[config.mk]
export PLATFORM = sky130hd
export DESIGN_NAME = uart_loader_flat
export DESIGN_NICKNAME = d
export VERILOG_FILES = /design/src/rtl/uart_loader_if.sv /design/src/rtl/uart_loader.sv /design/src/flat_wrapper.sv
export SDC_FILE = /design/constraint.sdc
export NUM_CORES = 1
export LEC_CHECK = 0
export BUFFER_PORTS_ARGS = -buffer_cell sky130_fd_sc_hd__buf_4
export CORE_UTILIZATION = 45
export CTS_BUF_LIST = sky130_fd_sc_hd__clkbuf_2
export CTS_CLUSTER_SIZE = 40
export DETAILED_ROUTE_END_ITERATION = 10
export PLACE_DENSITY = 0.65
export RECOVER_POWER = 50
export REMOVE_ABC_BUFFERS = 1
export SLEW_MARGIN = 10
export SYNTH_ARGS = -nofsm -noshare
export SYNTH_HDL_FRONTEND = slang
export SYNTH_SLANG_ARGS = --single-unit
[constraint.sdc]
create_clock -name clk -period 2.2 [get_ports clk]
set_input_delay 0.11 -clock clk [delete_from_list [all_inputs] [get_ports clk]]
set_output_delay 0.11 -clock clk [all_outputs]
set_load 0.03 [all_outputs]
[src/rtl/uart_loader_if.sv]
// Write-stream bundle driven by uart_loader: addressed sample strobe, frame status
// pulses and a debug view of both FSM states.
interface uart_loader_if #(
    parameter int AW = 10
);
    // axiov is a one-cycle strobe with no ready: axiod/addr are meaningful only while
    // axiov is high, and the consumer must take every strobe.
    logic          axiov;
    logic [7:0]    axiod;
    logic [AW-1:0] addr;
    logic          busy;
    logic          done;
    logic          frame_error;
    logic [3:0]    dbg_state;

    modport master (
        output axiov, axiod, addr, busy, done, frame_error, dbg_state
    );

    modport slave (
        input axiov, axiod, addr, busy, done, frame_error, dbg_state
    );
endinterface

[src/rtl/uart_loader.sv]
// 8N1 UART receiver plus frame parser: after SYNC_BYTE, emits CAPTURE_LENGTH addressed samples.
// Optional inter-byte idle timeout in LOAD is built only when LOADER_TIMEOUT_EN is defined.
module uart_loader #(
    parameter int          CAPTURE_LENGTH = 1000,
    parameter int          CLKS_PER_BIT   = 868,
    parameter logic [7:0]  SYNC_BYTE      = 8'hA5,
    parameter int          TIMEOUT_CYCLES = 20 * CLKS_PER_BIT
) (
    input  logic           clk,
    input  logic           rst,
    input  logic           uart_rx,
    uart_loader_if.master  o_ld
);
    localparam int AW = (CAPTURE_LENGTH > 1) ? $clog2(CAPTURE_LENGTH) : 1;
    localparam int CW = $clog2(CLKS_PER_BIT + 1);
    localparam logic [CW-1:0] FULL = CW'(CLKS_PER_BIT);
    localparam logic [CW-1:0] HALF = CW'(CLKS_PER_BIT / 2);
    localparam logic [AW-1:0] LAST = AW'(CAPTURE_LENGTH - 1);

    typedef enum logic [2:0] {
        B_IDLE, B_START, B_DATA, B_STOP, B_WAIT_HIGH
    } bit_state_t;

    typedef enum logic {
        F_SYNC, F_LOAD
    } frame_state_t;

    logic r_sync1, r_sync2;
    logic w_rx;

    always_ff @(posedge clk or negedge rst) begin
        if (!rst) begin
            r_sync1 <= 1'b1;
            r_sync2 <= 1'b1;
        end else begin
            r_sync1 <= uart_rx;
            r_sync2 <= r_sync1;
        end
    end
    assign w_rx = r_sync2;

    bit_state_t     r_bit, w_bit_next;
    logic [CW-1:0]  r_cnt, w_cnt_next;
    logic [2:0]     r_idx, w_idx_next;
    logic [7:0]     r_shift, w_shift_next;
    logic           w_byte_valid, w_stop_err;

    always_ff @(posedge clk or negedge rst) begin
        if (!rst) begin
            r_bit   <= B_IDLE;
            r_cnt   <= '0;
            r_idx   <= '0;
            r_shift <= '0;
        end else begin
            r_bit   <= w_bit_next;
            r_cnt   <= w_cnt_next;
            r_idx   <= w_idx_next;
            r_shift <= w_shift_next;
        end
    end

    // r_cnt holds the number of cycles since the last sample instant (or since t0).
    always_comb begin
        w_bit_next   = r_bit;
        w_cnt_next   = r_cnt + CW'(1);
        w_idx_next   = r_idx;
        w_shift_next = r_shift;
        w_byte_valid = 1'b0;
        w_stop_err   = 1'b0;
        case (r_bit)
            B_IDLE: begin
                w_cnt_next = CW'(1);
                if (!w_rx) w_bit_next = B_START;
            end
            B_START: begin
                if (r_cnt == HALF) begin
                    w_cnt_next = CW'(1);
                    w_idx_next = '0;
                    w_bit_next = w_rx ? B_IDLE : B_DATA;
                end
            end
            B_DATA: begin
                if (r_cnt == FULL) begin
                    w_cnt_next   = CW'(1);
                    w_shift_next = {w_rx, r_shift[7:1]};
                    w_idx_next   = r_idx + 3'd1;
                    if (r_idx == 3'd7) w_bit_next = B_STOP;
                end
            end
            B_STOP: begin
                if (r_cnt == FULL) begin
                    w_cnt_next   = CW'(1);
                    w_byte_valid = w_rx;
                    w_stop_err   = !w_rx;
                    w_bit_next   = w_rx ? B_IDLE : B_WAIT_HIGH;
                end
            end
            B_WAIT_HIGH: begin
                w_cnt_next = CW'(1);
                if (w_rx) w_bit_next = B_IDLE;
            end
            default: w_bit_next = B_IDLE;
        endcase
    end

    frame_state_t   r_frame, w_frame_next;
    logic           r_axiov, w_axiov_next;
    logic [7:0]     r_axiod, w_axiod_next;
    logic [AW-1:0]  r_addr, w_addr_next;
    logic [AW-1:0]  r_wptr, w_wptr_next;
    logic           r_done, w_done_next;
    logic           r_ferr, w_ferr_next;
`ifdef LOADER_TIMEOUT_EN
    localparam int TW = $clog2(TIMEOUT_CYCLES + 1);
    logic [TW-1:0]  r_tmo, w_tmo_next;
`endif

    always_ff @(posedge clk or negedge rst) begin
        if (!rst) begin
            r_frame <= F_SYNC;
            r_axiov <= 1'b0;
            r_axiod <= '0;
            r_addr  <= '0;
            r_wptr  <= '0;
            r_done  <= 1'b0;
            r_ferr  <= 1'b0;
`ifdef LOADER_TIMEOUT_EN
            r_tmo   <= '0;
`endif
        end else begin
            r_frame <= w_frame_next;
            r_axiov <= w_axiov_next;
            r_axiod <= w_axiod_next;
            r_addr  <= w_addr_next;
            r_wptr  <= w_wptr_next;
            r_done  <= w_done_next;
            r_ferr  <= w_ferr_next;
`ifdef LOADER_TIMEOUT_EN
            r_tmo   <= w_tmo_next;
`endif
        end
    end

    // r_addr is the address presented with axiod; r_wptr is the next slot to fill.
    always_comb begin
        w_frame_next = r_frame;
        w_axiov_next = 1'b0;
        w_axiod_next = r_axiod;
        w_addr_next  = r_addr;
        w_wptr_next  = r_wptr;
        w_done_next  = 1'b0;
        w_ferr_next  = 1'b0;
`ifdef LOADER_TIMEOUT_EN
        w_tmo_next   = r_tmo;
`endif
        case (r_frame)
            F_SYNC: begin
                if (w_stop_err) begin
                    w_ferr_next = 1'b1;
                end else if (w_byte_valid && r_shift == SYNC_BYTE) begin
                    w_frame_next = F_LOAD;
                    w_addr_next  = '0;
                    w_wptr_next  = '0;
`ifdef LOADER_TIMEOUT_EN
                    w_tmo_next   = '0;
`endif
                end
            end
            F_LOAD: begin
`ifdef LOADER_TIMEOUT_EN
                w_tmo_next = r_axiov ? TW'(1) : r_tmo + TW'(1);
`endif
                if (w_stop_err) begin
                    w_ferr_next  = 1'b1;
                    w_frame_next = F_SYNC;
                    w_addr_next  = '0;
                    w_wptr_next  = '0;
                end else if (w_byte_valid) begin
                    w_axiov_next = 1'b1;
                    w_axiod_next = r_shift;
                    w_addr_next  = r_wptr;
                    w_wptr_next  = r_wptr + AW'(1);
                end else if (r_axiov && r_addr == LAST) begin
                    w_done_next  = 1'b1;
                    w_frame_next = F_SYNC;
                    w_addr_next  = '0;
                    w_wptr_next  = '0;
`ifdef LOADER_TIMEOUT_EN
                end else if (r_tmo == TW'(TIMEOUT_CYCLES - 1)) begin
                    w_ferr_next  = 1'b1;
                    w_frame_next = F_SYNC;
                    w_addr_next  = '0;
                    w_wptr_next  = '0;
`endif
                end
            end
            default: w_frame_next = F_SYNC;
        endcase
    end

    assign o_ld.axiov       = r_axiov;
    assign o_ld.axiod       = r_axiod;
    assign o_ld.addr        = r_addr;
    assign o_ld.busy        = (r_frame == F_LOAD);
    assign o_ld.done        = r_done;
    assign o_ld.frame_error = r_ferr;
    assign o_ld.dbg_state   = {r_frame, r_bit};
endmodule
[src/flat_wrapper.sv]
// flat-port wrapper written by rule: the top's interface ports become plain ports
module uart_loader_flat 
#(
    parameter int          CAPTURE_LENGTH = 1000,
    parameter int          CLKS_PER_BIT   = 868,
    parameter logic [7:0]  SYNC_BYTE      = 8'hA5,
    parameter int          TIMEOUT_CYCLES = 20 * CLKS_PER_BIT
)
  (clk, rst, uart_rx, o_ld_axiov, o_ld_axiod, o_ld_addr, o_ld_busy, o_ld_done, o_ld_frame_error, o_ld_dbg_state);
  uart_loader_if o_ld_i ();
  input  logic clk;
  input  logic rst;
  input  logic uart_rx;
  output wire logic [$bits(o_ld_i.axiov)-1:0] o_ld_axiov;
  output wire logic [$bits(o_ld_i.axiod)-1:0] o_ld_axiod;
  output wire logic [$bits(o_ld_i.addr)-1:0] o_ld_addr;
  output wire logic [$bits(o_ld_i.busy)-1:0] o_ld_busy;
  output wire logic [$bits(o_ld_i.done)-1:0] o_ld_done;
  output wire logic [$bits(o_ld_i.frame_error)-1:0] o_ld_frame_error;
  output wire logic [$bits(o_ld_i.dbg_state)-1:0] o_ld_dbg_state;
  assign o_ld_axiov = o_ld_i.axiov;
  assign o_ld_axiod = o_ld_i.axiod;
  assign o_ld_addr = o_ld_i.addr;
  assign o_ld_busy = o_ld_i.busy;
  assign o_ld_done = o_ld_i.done;
  assign o_ld_frame_error = o_ld_i.frame_error;
  assign o_ld_dbg_state = o_ld_i.dbg_state;
  uart_loader #(.CAPTURE_LENGTH(CAPTURE_LENGTH), .CLKS_PER_BIT(CLKS_PER_BIT), .SYNC_BYTE(SYNC_BYTE), .TIMEOUT_CYCLES(TIMEOUT_CYCLES)) u_core (.clk(clk), .rst(rst), .uart_rx(uart_rx), .o_ld(o_ld_i));
endmodule
* After elaboration in Yosys (flattened, before gate mapping)
Cells that the tools add are included.
** Word-level totals
- Flip-flop bits (word level) :: 58
- Logic and storage cells :: 90
** Cells by class
- Equal/unequal tests :: 18
- $add $sub $neg :: 3
- Muxes and demuxes :: 42
- Reduce and logical (&&, ||, !) cells :: 12
- Bitwise logic cells :: 2
** Operators with widths (number)
- $mux 10 :: 9
- $pmux 10 s2 :: 2
- $pmux 10 s3 :: 1
- $mux 3 :: 9
- $add 10x1->10 const B :: 2
- $eq 10x10->1 const B :: 2
- $mux 1 :: 17
- $pmux 3 s5 :: 1
- $ne 2x1->1 const B :: 6
- $eq 10x9->1 const B :: 1
- $reduce_and 3->1 :: 3
- $eq 8x8->1 const B :: 1
- $eq 3x2->1 const B :: 2
- $eq 3x3->1 const B :: 2
- $pmux 3 s2 :: 1
- $reduce_and 6->1 :: 1
- $ne 2x2->1 const B :: 2
- $ne 4x2->1 const B :: 1
- $reduce_or 2->1 :: 2
- $add 3x1->3 const B :: 1
- $eq 3x1->1 const B :: 1
- $logic_not 3->1 :: 1
- $logic_and 1x1->1 :: 2
- $mux 2 :: 1
- 5 further kinds :: 6

* Depth between registers and ports, before layout
Gate-level depths: netlist of the first run.
- Word-level depth :: 7
- Mapped depth :: 9
- Mapped depth without buffers :: 8

* Worst setup path before layout of the first run
No wires, ideal clock.
- Path type :: register to register
- Start point :: reg u_core.r_cnt[3]
- End point :: reg u_core.r_addr[6], in the netlist u_core.o_ld.addr[6]
- Cell stages (with the launch flop) :: 7
- Setup time :: 121 ps
- Required time :: 2079 ps
- Arrival time :: 2099 ps
- Slack :: -20 ps
- Period minus slack after synthesis :: 2220 ps
- Cells stage by stage :: dfrtp_1 > or4b_4 > nor3_4 > a31oi_4 > or2_4 > buf_6 > a22o_1
** Between the ends
- Longest elaborated chain between the ends :: 6
- Elaborated cells between the ends (all ways) :: 13
** Ends and longest elaborated chain
- start: declaration :: RTL line uart_loader.sv:43 : logic [CW-1:0] r_cnt, w_cnt_next;
- start signal: assignment :: RTL line uart_loader.sv:56 : r_cnt <= w_cnt_next;
- $eq 10x10->1 (*) :: RTL line uart_loader.sv:91 : if (r_cnt == FULL) begin
- $mux 1 :: RTL line uart_loader.sv:91
- $mux 1 :: RTL line uart_loader.sv:70 : case (r_bit)
- $mux 10 or $logic_and 1x1->1 (tied branches) :: RTL line uart_loader.sv:178, uart_loader.sv:160
- $mux 10 or $ne 2x1->1 (tied branches)
- $pmux 10 s2 or $reduce_and 3->1 (tied branches)
- end signal: assignment :: RTL line uart_loader.sv:134 : r_addr <= w_addr_next;
- end: declaration :: RTL line uart_loader.sv:109 : logic [AW-1:0] r_addr, w_addr_next;
Every way passes the cells marked *; elsewhere a longest branch is shown, timed or not.
A chain may end at the register's enable or synchronous reset.

* Worst setup path after layout of the first run
- Start point :: reg u_core.r_cnt[4]
- End point :: reg u_core.r_axiod[2], in the netlist u_core.o_ld.axiod[2]
** Between the ends
- Longest elaborated chain between the ends :: 5
- Elaborated cells between the ends (all ways) :: 7
** Ends and longest elaborated chain
- $eq 10x10->1 (*) :: RTL line uart_loader.sv:91
- $mux 1 :: RTL line uart_loader.sv:91
- $mux 1 :: RTL line uart_loader.sv:70
- $not 1->1 (no line)
- $reduce_and 3->1 (no line) (*)
- end signal: assignment :: RTL line uart_loader.sv:133 : r_axiod <= w_axiod_next;
- end: declaration :: RTL line uart_loader.sv:108 : logic [7:0] r_axiod, w_axiod_next;
Marked as above.

==> run summary, run 1 <==
Measured along the y axis, the die boundary spans 79.19 µm. The relative slew slack came out at 0.08200. STA puts the critical path data required time at 2.57 ns. Summed over all nets, the half-perimeter wirelength after detailed placement is 3419 µm. The fill cell total of the finished layout was 511. The most common cell after layout, fill and taps aside is sky130_fd_sc_hd__dfrtp_1. CTS placed an instance of sky130_fd_sc_hd__clkbuf_2 at the clock tree root. The number of hold violations in the final report is 0. In this run the cell area of the synthesized design comes to 0.002681 mm².

For this design the top-level I/O count stands at 29. The critical path capture point type was a flop. The clock passes through at most 2 buffers. Yosys attributes the largest share of cell area to sky130_fd_sc_hd__dfrtp_1, sky130_fd_sc_hd__mux2_4, sky130_fd_sc_hd__mux2_2. The count of buffers inserted at the top-level ports works out to 28. The tools report the total cell area at the placement stage as 0.003029 mm². The average wire length per cell after detail routing was 14.18 µm.

The actual slew at the worst max-slew pin was 1.377 ns. Setup repair after global routing left no endpoint under its margin. The pre-antenna-repair detailed-routing pass consisted of 4 iterations. Summing over every cut layer, the via total after detailed routing is 1899. The run gives 27 as the site row count. The critical path is of the flop to flop type. In the post-route analysis, the smallest setup slack over all paths is 0.06666 ns. The placer's final routability congestion estimate came out at 0.7562. The final period utilization is 0.9697, and the number of pins with negative max-slew slack in the final report is 0. The floorplan step set the die width to 79.19 µm. In this run the worst hold path is classified as input port to flop. The core region is 0.005608 mm².

The global route total overflow is 0, and the synthesized flop and latch total is 58. The clock tree synthesis step divided the H-tree into 3 levels. Clock skew on the completed layout was measured at 0.02287 ns.

The run gives 286 as the final net count. The number of different library cells used by synthesis comes to 51. The basic-gate share of the synthesized area counting and, or, nand and nor cells came out at 0.1736. The final core area utilization came out at 0.5580.

The relative area change from synthesis to final layout was 16.71%; the highest attainable clock frequency was 0.4687 GHz. The top fanout value on the critical path came out at 8. Buffers added to address setup during post-CTS repair amount to 0.

Power per unit of standard cell area: 563.5 mW/mm². The multiplexer share of the synthesized area was 0.07653. Initial standard-cell utilization of the core: 0.4781.

In the layout the commonest cells are sky130_fd_sc_hd__dfrtp_1, sky130_fd_sc_hd__buf_4, sky130_fd_sc_hd__nor2_1. The number of antenna violations at the first check in global routing is 0, and the number of antenna repair diodes is 0. The run gives 128 as the violation count after the first detailed-route iteration. The total setup violations reported at the end of the flow was 0; the critical path data arrival time was 2.51 ns. The first global-routing pass estimated 8293 µm of wire. The area share of the leading cell type in the synthesized netlist is 0.5226. The run gives 9 as the total clock buffers created by CTS.

The analysis attributes to cell leakage a power of 0.001549 µW. A synthesized cell averages 11.61 µm². Worst vdd rail ir drop: 0.0003273 V.

In the final layout, the multi-input gates occupy 0.001150 mm². The number of global-route vias before repair was 1764. Aggregate routed wire length: 5019 µm. The final critical path time including I/O delays and setup was 2.133 ns; the number of clock sinks was 58. The logs give 0.5422 for the sequential area share after synthesis and 59 for the maximum number of pins on one net before global-route repair. The layout cell share with drive strength beyond 1 is 0.2801. The post-synthesis xor/xnor area fraction works out to 0.02940. In the routed design, unresolved DRC markers number 0. The tools report the total routing usage reported by global routing as 0.1742. By area, the combinational part of the netlist is dominated by simple AND/OR/NAND/NOR gates. The run finished with clean final reports. The sequential cell area is 0.001454 mm², and the area of all placed cells without fillers is 0.003129 mm². Dividing the detail-routed via count by the number of cells gives 5.364.

The number of enable flip-flop cells after synthesis was 0; the max-cap check violation count was 0. The worst setup path is launched from a flop. The adder-cell share of the synthesized area works out to 0.02800. The logs give 0 for the remaining number of nets flagged by the antenna check after routing and 231 for the instance count of the mapped netlist.

The post-synthesis async set-or-reset flop share was 1.000; the worst-skew pair later-pin latency was 0.47 ns. The Yosys step of the flow raised 0 warnings. Clock-pin slew was measured on the worst setup and hold paths at 0.16 ns.

The flip-flop cell with the highest count after synthesis is sky130_fd_sc_hd__dfrtp_1. Prior to clock tree synthesis, the placed netlist has a worst setup slack of 0.03077 ns. For the area of the die, the log shows 0.006271 mm². TritonCTS built the clock tree. The share of the synthesized area in compound gates (AO/OA/AOI/OAI) is 0.1190. The leading area contributor after synthesis is sky130_fd_sc_hd__dfrtp_1.
-- flip-flops by register name, summed over array words and instances, names as in the netlist --
| name | count |
|---|---|
| u_core.r_bit | 3 |
| u_core.o_ld.axiod | 8 |
| u_core.o_ld.busy | 1 |
| u_core.o_ld.frame_error | 1 |
| u_core.r_sync2 | 1 |
| u_core.r_cnt | 10 |
| u_core.r_shift | 8 |
| u_core.o_ld.done | 1 |
| u_core.r_sync1 | 1 |
| u_core.o_ld.axiov | 1 |
| u_core.r_idx | 3 |
| u_core.r_wptr | 10 |
| u_core.o_ld.addr | 10 |
-- worst paths after layout --
check / cells past startpoint / to / start / slack, ns
max in group asynchronous: 2 / u_core.r_bit[2] / rst / 0.91
worst max register to register: 4 / u_core.o_ld.axiod[2] / u_core.r_cnt[4] / 0.07
min in group asynchronous: 2 / u_core.o_ld.axiod[6] / rst / 0.47
worst max-delay path: 4 / u_core.o_ld.axiod[2] / u_core.r_cnt[4] / 0.07
worst min-delay path: 2 / u_core.r_sync1 / uart_rx / 0.29
worst min register to register: 0 / u_core.r_sync2 / u_core.r_sync1 / 0.37
-- logic make-up (layout without fill, tap and decap cells) --
| group | count (synthesis) | count (layout) |
|---|---|---|
| multiplexers | 16 | 16 |
| AO/OA/AOI/OAI | 43 | 43 |
| flip-flops | 58 | 58 |
| buffers and inverters | 15 | 66 |
| XOR/XNOR | 9 | 9 |
| AND/OR/NAND/NOR | 84 | 84 |
| adder cells (fa/ha/maj) | 6 | 6 |
-- cell usage after synthesis (all sizes together), types with 2 or more instances --
library cell,count
a21oi,2
a22o,10
a31oi,2
and2,3
and3,7
buf,5
clkbuf,5
dfrtp,56
dfstp,2
ha,6
inv,5
mux2,15
nand2,17
nand3,10
nand4,4
nor2,22
nor3,5
o211ai,2
o21ai,14
o31ai,7
or2,2
or4,2
or4bb,2
xnor2,6
xor2,3
-- report_power, final --
part           total, µW  internal [µW]  switching, µW
combinational       25.1           4.63           20.5
sequential          1070           1070           2.26
clock                666            268            398
total               1760           1340            421
-- final cells by class --
cell class	count	share of cell area
tap	72	0.02879
clock inverter	5	0.01759
clock buffer	11	0.01759
timing repair buffer	45	0.09796
inverter	5	0.005998
sequential	58	0.4646
multi-input combinational	158	0.3675
-- worst max-delay path, cell delays in order (launching register included) --
cell	delay, ns
sky130_fd_sc_hd__dfrtp_1	0.41
sky130_fd_sc_hd__or4b_4	0.57
sky130_fd_sc_hd__or4_4	0.56
sky130_fd_sc_hd__buf_4	0.20
sky130_fd_sc_hd__mux2_4	0.30
-- metrics by stage --
| step | setup TNS, ns | hold slack (ns) | power [µW] | cells |
|---|---|---|---|---|
| 2_1_floorplan | -1.560 | -0.1856 | 1092 | 221 |
| 3_3_place_gp | 0 | 0.2186 | 1117 | 336 |
| 3_5_place_dp | 0 | 0.2160 | 1117 | 336 |
| 4_1_cts | 0 | 0.2229 | 1784 | 354 |
| 5_1_grt | 0 | 0.2508 | 1839 | 354 |
| 6_report | 0 | 0.2880 | 1763 | 354 |
-- what timing repair did --
item | in CTS | in global routing
hold buffers | 2 | 0
hold endpoints to repair | 57 | 0
endpoints found under the setup margin | 0 | 14
gates resized for setup | 0 | 4
-- layer usage --
| metal | share of wire | GRT usage | vias to the layer above |
|---|---|---|---|
| met5 | 0 | 0 | - |
| met1 | 0.50 | 0.2355 | 930 |
| met2 | 0.45 | 0.2629 | 28 |
| met4 | 0.017 | 0.08727 | 0 |
| li1 | - | - | 931 |
| met3 | 0.035 | 0.03793 | 10 |
Note: power is estimated with default switching activity, not from simulation.
==> inputs of run 2 (changes only) <==
Settings changed: CAP_MARGIN set to 40, CTS_BUF_LIST sky130_fd_sc_hd__clkbuf_2 to sky130_fd_sc_hd__clkbuf_8.
==> run summary, run 2 (synthesis results as in run 1) <==
The flow ran to the end, and the final reports show no timing, DRC or antenna violations. The type of the worst setup path is flop to flop. The number of clock sinks came out at 58.

The finished layout holds 354 standard cells, fillers aside. STA puts the critical path data required time at 2.43 ns. Setup repair after global routing could not meet its margin everywhere. From bottom edge to top edge, the die measures 79.19 µm.

Relative slew slack: 0.07839. The finished cells cover 0.003202 mm². The tools report the worst hold slack as 0.3578 ns. In the final layout, flip-flops and latches occupy 0.001454 mm². The repair_antennas step left the layout with diodes totalling 0. For this design, the slowest cell found on the critical path is sky130_fd_sc_hd__or4b_4.

At the end of routability-driven placement, the weighted congestion stood at 0.7562. The final layout contains routed wiring with a total length of 5040 µm. The critical path data arrival time is 2.35 ns, and the final net count is 286. In this run the clock root is driven by a sky130_fd_sc_hd__clkbuf_8. The horizontal extent of the die was 79.19 µm; the worst-skew pair later-pin latency was 0.34 ns.

The tools report the total routing usage reported by global routing as 0.1784. Global routing finished with a remaining overflow of 0. For the total iterations of the first detailed-routing run, the log shows 4.

In this run the worst hold path is classified as flop to flop. Largest incremental delay on the critical path: 0.57 ns. The detailed router finished its first iteration with 110 violations. Category of cells accounting for the largest share of critical-path delay: simple AND/OR/NAND/NOR gates. Dividing the detail-routed wire length by the instance count gives 14.24 µm.

In the routed layout, each cell is associated on average with a via count of 5.322. TritonCTS built the clock tree. Buffers placed on the I/O ports in this run total 28. In the final timing run, aggregate negative setup slack is 0 ns. For the pin with the worst max-slew slack, the measured transition is 1.382 ns. The layout cell share with drive strength beyond 1 was 0.2730. The final period utilization is 0.9637, and the area of the die is 0.006271 mm².

The tools report the area of the multi-input gates as 0.001150 mm². The site row count is 27, and the total buffers and inverters traversed by the critical path is 0. In this run the power density over the cells is 634.6 mW/mm². For the total cell area at the placement stage, the log shows 0.003029 mm². The total power is 2032 µW. Kind of launch point of the worst setup path: a flop. For this design the static power due to leakage is 0.001577 µW. Clock-pin slew was measured on the worst setup and hold paths at 0.07 ns. The run gives 8355 µm as the wire length of the first global-routing pass.

The worst setup path is captured at a flop. Along the worst path, the maximum fanout reaches 13. No sink is reached through more buffers than the 2 on the longest clock path.

The number of antenna violations at the first check in global routing is 0, and the initial standard-cell utilization of the core is 0.4781. Across the run, the number of max-cap violations was 0. The relative area change from synthesis to final layout works out to 19.41%. The tools report the maximum number of pins on one net before global-route repair as 59.

The tools report the number of pins with negative max-slew slack in the final report as 0. The number of buffers added for setup after CTS is 0. The number of global-route vias before repair came out at 1760. During I/O placement, the number of pins put on the boundary was 29. The H-tree was split into 3 levels.

The highest attainable clock frequency was 0.4717 GHz. Traced cell by cell, the critical path runs through or4b_4, nor4_1, nor2_1, or2_4, a221o_1. The number of clock buffers added by TritonCTS is 9. The number of hold violations in the final report was 0; the detailed placement HPWL was 3419 µm. The logs give 0 for the post-detailed-route DRC marker count and 0 for the remaining number of nets flagged by the antenna check after routing. The worst register-to-register path begins at u_core.r_cnt[3].

The worst-case IR drop observed on VDD is 0.0003116 V. The total setup violations reported at the end of the flow is 0, and the fill cell total of the finished layout is 495. Clock skew on the completed layout was measured at 0.007912 ns.

The startpoint of the most critical setup path is u_core.r_cnt[3]. The region available for standard cell placement spans 0.005608 mm². In this run the most critical hold path is launched from u_core.r_sync1. The tools report the post-placement cell count as 336. The final critical path time including I/O delays and setup is 2.120 ns, and the vias after detailed routing is 1884.

Leaving out fill and tap cells, the most frequent cell in the layout is sky130_fd_sc_hd__dfrtp_1. In the layout the commonest cells are sky130_fd_sc_hd__dfrtp_1, sky130_fd_sc_hd__buf_4, sky130_fd_sc_hd__nor2_1.
## run 2: report_power, final
part | internal [µW] | switching, µW
combinational | 4.63 | 20.5
sequential | 1070 | 2.23
clock | 510 | 425
## run 2: cell type report
cell class / instances / area share
flip-flops and latches: 58 / 0.4541
clock inverters: 7 / 0.01954
repair buffers: 45 / 0.09457
multi-input cells: 158 / 0.3591
clock buffers: 9 / 0.03869
inverters: 5 / 0.005862
well taps: 72 / 0.02814
## run 2: path summary, 6_finish.rpt
check / slack (ns) / to / cells past startpoint
setup / recovery: 0.08 / u_core.r_wptr[7] / 5
max in group asynchronous: 0.75 / u_core.r_cnt[1] / 2
setup reg to reg: 0.08 / u_core.r_wptr[7] / 5
hold / removal: 0.36 / u_core.r_sync2 / 0
hold reg to reg: 0.36 / u_core.r_sync2 / 0
min in group asynchronous: 0.63 / u_core.o_ld.axiod[0] / 2
## run 2: timing repair
item                       in CTS  in global routing
hold endpoints to repair       57                  0
gates resized for setup         0                  3
setup endpoints to repair       0                 13
hold buffers                    2                  0
## run 2: stage by stage
stage / util / setup slack, ns
5_1_grt: 0.5710 / -0.001840
6_report: 0.5710 / 0.07993
4_1_cts: 0.5770 / 0.02167
3_3_place_gp: 0.5402 / 0.07503
2_1_floorplan: - / -0.1590
3_5_place_dp: 0.5402 / 0.03077
## run 2: layer usage
layer	part of all wire	wire length [µm]	GRT usage
met5	0	0	0
met4	0.024	121	0.1036
met3	0.037	184	0.04483
met2	0.44	2240	0.2655
met1	0.49	2493	0.2348
